**src/rtl/udp_pkg.sv**
```systemverilog
`default_nettype none
// ------------------------------------------------------------------
// udp_pkg: shared TX/RX arbitration types and round-robin helper
// Rev 1.0
// ------------------------------------------------------------------
package udp_pkg;

  localparam int IP_W    = 32;
  localparam int PORT_W  = 16;
  localparam int MAX_REQ = 8;
  localparam int IDX_W   = 3;

  typedef enum logic [2:0] {
    IDLE     = 3'd0,
    WAIT_RDY = 3'd1,
    SEND     = 3'd2,
    START    = 3'd3,
    DONE     = 3'd4
  } tx_state_e;

  typedef struct packed {
    logic             valid;
    logic [IDX_W-1:0] idx;
  } rr_pick_t;

  // Scanning from the farthest candidate back to the nearest lets the
  // nearest eligible index after last_grant overwrite all others.
  function automatic rr_pick_t rr_pick(input logic [MAX_REQ-1:0] eligible,
                                       input logic [IDX_W-1:0]   last_grant,
                                       input int                 num_req);
    rr_pick_t         r;
    int               cand;
    logic [IDX_W-1:0] cand_idx;
    r = '0;
    for (int k = MAX_REQ; k >= 1; k--) begin
      if (k <= num_req) begin
        cand     = (int'(last_grant) + k) % num_req;
        cand_idx = IDX_W'(cand);
        if (eligible[cand_idx]) begin
          r.valid = 1'b1;
          r.idx   = cand_idx;
        end
      end
    end
    return r;
  endfunction

endpackage
`default_nettype wire

```
**src/rtl/rr_arbiter.sv**
```systemverilog
`default_nettype none
// ------------------------------------------------------------------
// rr_arbiter: pure round-robin picker, shared by TX and RX dispatch
// Rev 1.0
// ------------------------------------------------------------------
module rr_arbiter
  import udp_pkg::*;
#(
  parameter int NUM_REQ = 2
) (
  input  logic [NUM_REQ-1:0] eligible,
  input  logic [IDX_W-1:0]   last_grant,
  output logic               grant_valid,
  output logic [IDX_W-1:0]   grant_idx
);

  logic [MAX_REQ-1:0] w_eligible_ext;
  rr_pick_t           w_pick;

  assign w_eligible_ext = MAX_REQ'(eligible);
  assign w_pick         = rr_pick(w_eligible_ext, last_grant, NUM_REQ);
  assign grant_valid    = w_pick.valid;
  assign grant_idx      = w_pick.idx;

endmodule
`default_nettype wire

```
**src/rtl/udp_tx_arbiter.sv**
```systemverilog
`default_nettype none
// ------------------------------------------------------------------
// udp_tx_arbiter: round-robin sharing of the udp core TX path
// Rev 1.0
// ------------------------------------------------------------------
module udp_tx_arbiter
  import udp_pkg::*;
#(
  parameter int          NUM_REQ       = 2,
  parameter int          PAYLOAD_BYTES = 10,
  parameter logic [31:0] TIMEOUT       = 32'd5000000
) (
  input  logic                               clk50m,
  input  logic                               ready,
  input  logic [NUM_REQ-1:0]                 req_valid,
  input  logic [IP_W*NUM_REQ-1:0]            req_ip,
  input  logic [PORT_W*NUM_REQ-1:0]          req_port,
  input  logic [8*PAYLOAD_BYTES*NUM_REQ-1:0] req_data,
  output logic [NUM_REQ-1:0]                 req_done,
  output logic [NUM_REQ-1:0]                 req_err,
  output logic                               busy,
  output logic [IP_W-1:0]                    tx_ip_o,
  output logic [PORT_W-1:0]                  tx_dst_port_o,
  output logic                               tx_req_o,
  output logic [7:0]                         tx_data_o,
  output logic                               tx_data_av_o,
  input  logic                               tx_req_rdy_i,
  input  logic                               tx_data_rdy_i
);

  localparam int         PL_W      = 8 * PAYLOAD_BYTES;
  localparam logic [7:0] LAST_BYTE = 8'(PAYLOAD_BYTES - 1);

  tx_state_e          r_state;
  logic [IDX_W-1:0]   r_last_grant;
  logic [IDX_W-1:0]   r_grant;
  logic [PL_W-1:0]    r_shift;
  logic [7:0]         r_byte_cnt;
  logic [31:0]        r_wait;

  logic [NUM_REQ-1:0] w_eligible;
  logic               w_grant_valid;
  logic [IDX_W-1:0]   w_grant_idx;
  logic [IP_W-1:0]    w_ip_sel;
  logic [PORT_W-1:0]  w_port_sel;
  logic [PL_W-1:0]    w_data_sel;
  logic [NUM_REQ-1:0] w_grant_onehot;
  logic [PL_W-1:0]    w_shift_next;

  // Masking the pulse outputs keeps a just-acknowledged requester from
  // winning again before it has had a chance to drop valid.
  assign w_eligible   = req_valid & ~req_done & ~req_err;
  assign w_shift_next = r_shift << 8;
  assign busy         = (r_state != IDLE);

  rr_arbiter #(
    .NUM_REQ (NUM_REQ)
  ) u_rr (
    .eligible    (w_eligible),
    .last_grant  (r_last_grant),
    .grant_valid (w_grant_valid),
    .grant_idx   (w_grant_idx)
  );

  always_comb begin
    w_ip_sel       = '0;
    w_port_sel     = '0;
    w_data_sel     = '0;
    w_grant_onehot = '0;
    for (int i = 0; i < NUM_REQ; i++) begin
      if (w_grant_idx == IDX_W'(i)) begin
        w_ip_sel   = req_ip[i*IP_W +: IP_W];
        w_port_sel = req_port[i*PORT_W +: PORT_W];
        w_data_sel = req_data[i*PL_W +: PL_W];
      end
      w_grant_onehot[i] = (r_grant == IDX_W'(i));
    end
  end

  always_ff @(posedge clk50m or negedge ready) begin
    if (!ready) begin
      r_state       <= IDLE;
      r_last_grant  <= IDX_W'(NUM_REQ - 1);
      r_grant       <= '0;
      r_shift       <= '0;
      r_byte_cnt    <= '0;
      r_wait        <= '0;
      req_done      <= '0;
      req_err       <= '0;
      tx_ip_o       <= '0;
      tx_dst_port_o <= '0;
      tx_req_o      <= 1'b0;
      tx_data_o     <= '0;
      tx_data_av_o  <= 1'b0;
    end else begin
      req_done <= '0;
      req_err  <= '0;
      case (r_state)
        IDLE: begin
          if (w_grant_valid) begin
            tx_ip_o       <= w_ip_sel;
            tx_dst_port_o <= w_port_sel;
            r_shift       <= w_data_sel;
            r_grant       <= w_grant_idx;
            r_byte_cnt    <= '0;
            r_wait        <= '0;
            r_state       <= WAIT_RDY;
          end
        end
        WAIT_RDY: begin
          if (tx_req_rdy_i) begin
            tx_data_o    <= r_shift[PL_W-1 -: 8];
            tx_data_av_o <= 1'b1;
            r_state      <= SEND;
          end else if (r_wait == TIMEOUT - 32'd1) begin
            tx_data_av_o <= 1'b0;
            tx_req_o     <= 1'b0;
            req_err      <= w_grant_onehot;
            r_last_grant <= r_grant;
            r_state      <= IDLE;
          end else begin
            r_wait <= r_wait + 32'd1;
          end
        end
        SEND: begin
          if (tx_data_av_o && tx_data_rdy_i) begin
            r_shift    <= w_shift_next;
            r_byte_cnt <= r_byte_cnt + 8'd1;
            if (r_byte_cnt == LAST_BYTE) begin
              tx_data_av_o <= 1'b0;
              r_wait       <= '0;
              r_state      <= START;
            end else begin
              tx_data_o <= w_shift_next[PL_W-1 -: 8];
            end
          end
        end
        START: begin
          if (tx_req_rdy_i) begin
            tx_req_o <= 1'b1;
            r_state  <= DONE;
          end else if (r_wait == TIMEOUT - 32'd1) begin
            tx_data_av_o <= 1'b0;
            tx_req_o     <= 1'b0;
            req_err      <= w_grant_onehot;
            r_last_grant <= r_grant;
            r_state      <= IDLE;
          end else begin
            r_wait <= r_wait + 32'd1;
          end
        end
        DONE: begin
          tx_req_o     <= 1'b0;
          req_done     <= w_grant_onehot;
          r_last_grant <= r_grant;
          r_state      <= IDLE;
        end
        default: r_state <= IDLE;
      endcase
    end
  end

endmodule
`default_nettype wire

```
**config.mk**
```make
export PLATFORM = sky130hd
export DESIGN_NAME = udp_tx_arbiter
export DESIGN_NICKNAME = d
export VERILOG_FILES = /design/src/rtl/udp_pkg.sv /design/src/rtl/rr_arbiter.sv /design/src/rtl/udp_tx_arbiter.sv
export SDC_FILE = /design/constraint.sdc
export NUM_CORES = 1
export LEC_CHECK = 0
export CAP_MARGIN = 15
export CELL_PAD_IN_SITES_DETAIL_PLACEMENT = 1
export CELL_PAD_IN_SITES_GLOBAL_PLACEMENT = 1
export CORE_MARGIN = 10
export CORE_UTILIZATION = 34
export DETAILED_ROUTE_END_ITERATION = 6
export PLACE_DENSITY = 0.89
export SYNTH_ARGS = -nofsm -noshare
export SYNTH_HDL_FRONTEND = slang
export SYNTH_HIERARCHICAL = 1
export SYNTH_SLANG_ARGS = --single-unit
```
**constraint.sdc**
```tcl
create_clock -name clk50m -period 2.7 [get_ports clk50m]
set_input_delay 0.54 -clock clk50m [delete_from_list [all_inputs] [get_ports clk50m]]
set_output_delay 0.54 -clock clk50m [all_outputs]
set_load 0.1 [all_outputs]
```
==> run metrics, run 1 <==
status complete, no violations; fraction of layout cells with a size suffix above 1 13.8%; full die area 34900 µm²; # fillers 3170; commonest non-fill, non-tap cell in the layout clkdlybuf4s50_1; Max FO, Critical Path 14; Clock Latency Late Sink 0.43 ns; most frequent cells in the layout 260 x clkdlybuf4s50_1, 187 x dfrtp_1, 171 x o21ai_0; Worst Path Required roughly 3.1 ns; measured slew at the worst slew-check pin roughly 0.59 ns; IO Port Bufs 324; TritonCTS clock tree built; CORE AREA 27600 µm²; Initial Util 34.3%; register area 4730 µm²; fin crit share 94.5%; Detailed Routing Iterations Pass 1 4; Warnings, synthesis 6; post-route clock skew 0.0117 ns; H-tree depth 4; Nets 1622; Area Growth Syn to Fin 47.4%; worst hold path class in -> async; detailed-route via count 9554; Ant. Diodes 0; Longest Clk Path Bufs 2; Mapped Avg Cell Area 9.18 µm²; Worst slew margin 60.4%; Final Hold Viols 0; clk slew on worst S/H paths 0.08 ns; Die Ht 187 µm; wire length per cell roughly 21 µm; worst vdd ir a little over 0.0007 V; Max Fclk between 0.3 and 0.4 GHz; DPL Wire Length about 28000 µm; detailed router's first-iteration violation count 689; r2r startpoint r_state[0]; Routed WL 36400 µm; # setup viols final 0; post-route minimum period 2.55 ns; CTS buffer count 17; DRC 0; pin count of the biggest net entering global routing around 110; reg2reg path depth 6; Max Cap Viol 0; Mapped Cells 1032; die width between 150 and 200 µm; Arrival @ worst endpoint slightly below 3 ns; Sink Count about 190; FP Rows 61; GPL Wtd Cong 0.833; area of the multi-input gates 4400 µm²; initial antenna violation count 0; first-pass GRT wire length 57600 µm; Lkg Pwr 0.00576 µW; CTS Root Cell clkbuf_16; synthesized area 9480 µm²; CP Launch Type input port; utilization after layout 50.6%; grt total ovfl 0; Slew Viols, Final 0; Setup CP Type in -> reg; Fin Hold WS 0.0273 ns; GRT Util Overall between 20 and 25%; Ports around 330; Via density ~5.5; post-route ant nets 0; vias in the first global route 10300; Crit Reg-Reg Endpoint r_wait[27]; CP endpoint kind register; PD cells roughly 1200 nW/µm²; FF-to-FF setup slack 0.24 ns
-- critical path, stage by stage --
cell and delay (ns):
clkdlybuf4s50_1 0.46, nor3b_2 0.20, or2_1 0.18, nor4_1 0.09, a2111oi_4 0.41, buf_6 0.22, nand4_1 0.23, or3_1 0.40
a21oi_1 0.16
-- report_power, final --
| part | total (µW) | switching (µW) | leakage, µW | internal [µW] |
|---|---|---|---|---|
| Combinational | 9440 | 6700 | 0.00305 | 2730 |
| Clock | 2480 | 1240 | 0.000282 | 1240 |
| Sequential | 4500 | 656 | 0.00243 | 3850 |
| Total | 16400 | 8600 | 0.00576 | 7820 |
-- final cells by class --
class	instances	area share (%)
clock buffer	17	3.05
clock inverter	15	1.08
inverter	10	0.269
multi-input combinational	743	31.5
sequential	189	33.9
tap	378	3.39
timing repair buffer	396	26.8
-- how the worst max path moves through the flow --
stage | depth (start not counted) | start | slack, ns | to
6_report | 9 | req_valid[0] | 0.15 | r_wait[27]
5_1_grt | 9 | req_valid[0] | -0.004 | r_wait[27]
4_1_cts | 9 | req_valid[0] | 0.08 | r_wait[31]
3_5_place_dp | 9 | req_valid[1] | -0.41 | r_wait[31]
3_3_place_gp | 9 | req_valid[0] | -0.33 | r_wait[31]
2_1_floorplan | 8 | req_done[1] | 0.01 | r_shift[6]
-- layer usage --
layer  wire length (µm)  global-route usage (%)
met5                  0                       0
met4                796                    6.36
met3               2340                    5.59
met2              17900                    34.4
met1              15400                    24.6
-- state kept, by name, indices dropped and copies added (netlist names), 2 cells and up --
signal         count
tx_ip_o           32
r_shift           80
tx_dst_port_o     16
tx_data_o          8
r_state            3
req_err            2
r_wait            32
r_grant            3
req_done           2
r_byte_cnt         8
-- stage by stage --
step                      power [µW]   TNS, ns  instances  cell area (µm²)  setup WS, ns
after global placement         13700    -11.77       1710            13300        -0.325
final                          16400         0       1748            14000         0.149
after CTS                      16600         0       1746            13900        0.0759
after detailed placement       14000    -23.84       1710            13300        -0.407
after global routing           17500  -0.00370       1748            14000      -0.00370
after floorplan                11000         0       1033             9480        0.0143
-- timing repair --
item | 4_1_cts | 5_1_grt
cloned | 0 | 0
buffers inserted | 4 | 2
resized for setup | 0 | 4
hold endpoints to repair | 0 | 0
pin swaps | 1 | 2
hold buffers | 0 | 0
endpoints found under the setup margin | 30 | 13
Note: power is estimated with default switching activity, not from simulation.
==> run 2: changes to the inputs <==
Settings changed: CORE_ASPECT_RATIO set to 1.25.
==> run metrics, run 2 (same netlist as run 1, synthesis figures left out) <==
Ports 325; Max FO, Critical Path 16; wire length per cell 22.0 µm; pre-CTS WS -0.360 ns; detailed-route via count 9576; setup slack after layout 0.112 ns; initial antenna violation count 0; biggest regs r_shift x80, r_wait x32, tx_ip_o x32; most frequent cells in the layout 260 x clkdlybuf4s50_1, 187 x dfrtp_1, 171 x o21ai_0; Slew Viols, Final 0; Reg with most FFs r_shift; fin cells 1704; Final Hold Viols 0; Setup CP Type in -> reg; Routed WL 37500 µm; max FFs per register 80; status complete, no violations; Placed Cells ~1700; Longest Clk Path Bufs 2; detailed router's first-iteration violation count around 540; Clock Latency Late Sink 0.44 ns; Die Ht 207 µm; TritonCTS clock tree built; GPL Wtd Cong slightly below 0.9; CP endpoint kind register; register area ~4700 µm²; worst vdd ir 0.000824 V; Nets 1606; CP Launch Type input port; Lkg Pwr 0.00564 µW; Detailed Routing Iterations Pass 1 4; PD cells 1190 nW/µm²; Max Fclk 0.386 GHz; Worst Path Required 3.02 ns; GRT Util Overall 20.3%; full die area between 30000 and 40000 µm²; post-route clock skew 0.00993 ns; CORE AREA 27600 µm²; Ant. Diodes 0; Area Growth Syn to Fin 45.6%; CTS buffer count 17; post-route minimum period 2.59 ns; clk slew on worst S/H paths about 0.070 ns; Fin Hold WS ~0.094 ns; # setup viols final 0; DPL Wire Length 28000 µm; Max Cap Viol 0; DRC 0; FP Rows 68; Via density 5.62; worst hold path class in -> async; Sink Count 189; commonest non-fill, non-tap cell in the layout clkdlybuf4s50_1; Initial Util 34.4%; first-pass GRT wire length 56900 µm; fraction of layout cells with a size suffix above 1 between 10% and 20%; Arrival @ worst endpoint 2.91 ns; post-route ant nets 0; Worst slew margin about 52%; fin crit share 95.8%; die width 169 µm; grt total ovfl 0; H-tree depth 4; # fillers 3155; vias in the first global route roughly 10000; measured slew at the worst slew-check pin 0.714 ns; pin count of the biggest net entering global routing 82; IO Port Bufs 324; CTS Root Cell clkbuf_16; area of the multi-input gates 4400 µm²
run 2: cell count changes in the layout (fill, tap and decap cells not counted):
cell | previous run | this run
clkinv_4 | 3 | 0
clkinv_8 | 2 | 0
clkinvlp_4 | 1 | 7
inv_8 | 4 | 0
buf_4 | 125 | 109
buf_12 | 9 | 10
buf_6 | 1 | 0
clkbuf_1 | 0 | 1
inv_6 | 4 | 3
clkbuf_8 | 1 | 4
run 2: critical path: stages:
cell and delay, ns:
clkdlybuf4s50_1 0.39, nor3b_2 0.16, or2_1 0.26, nor4_1 0.56, a2111oi_4 0.12, nand2_1 0.14
buf_4 0.22, or2_1 0.16, inv_2 0.05, mux2_1 0.30
run 2: worst paths after layout:
kind	startpoint	to	slack, ns	cells past startpoint
worst max-delay path	req_valid[1]	r_wait[0]	0.11	10
worst min-delay path	ready	tx_req_o	0.09	1
worst max register to register	r_wait[21]	r_wait[20]	0.19	6
worst min register to register	r_shift[9]	r_shift[9]	0.48	2
max in group asynchronous	ready	tx_ip_o[23]	1.80	2
min in group clk50m	r_shift[9]	r_shift[9]	0.48	2
run 2: final cells by class:
cell class                 instances  share of cell area, %
clock buffer                      21                   3.41
sequential                       189                   34.3
multi-input combinational        743                   31.9
timing repair buffer             380                   26.3
clock inverter                    11                  0.608
tap                              350                   3.17
inverter                          10                  0.272
run 2: per-layer routing:
metal	routed length (µm)	GRT usage, %
met1	14700	22.7
met2	19400	36.4
met3	2240	5.09
met4	1150	7.72
met5	0	0
run 2: repair_timing:
item                                    CTS  global route
resized for setup                         0             3
buffers inserted                          0             2
endpoints found under the setup margin    0            17
hold buffers                              0             0
run 2: where the power goes:
| part | switching (µW) | total [µW] | internal (µW) |
|---|---|---|---|
| clock network | 1150 | 2410 | 1260 |
| registers | 672 | 4520 | 3850 |
| logic | 6760 | 9450 | 2700 |
run 2: stage by stage:
step	power [µW]	instance area, µm²	setup TNS, ns	utilization (%)
floorplan	11000	9480	0	-
CTS	16500	13800	0	49.9
finish	16400	13800	0	50.1
global route	17300	13800	-0.0228	50.1
global placement	13700	13200	-27.25	47.9
detailed placement	14000	13200	-36.24	47.9
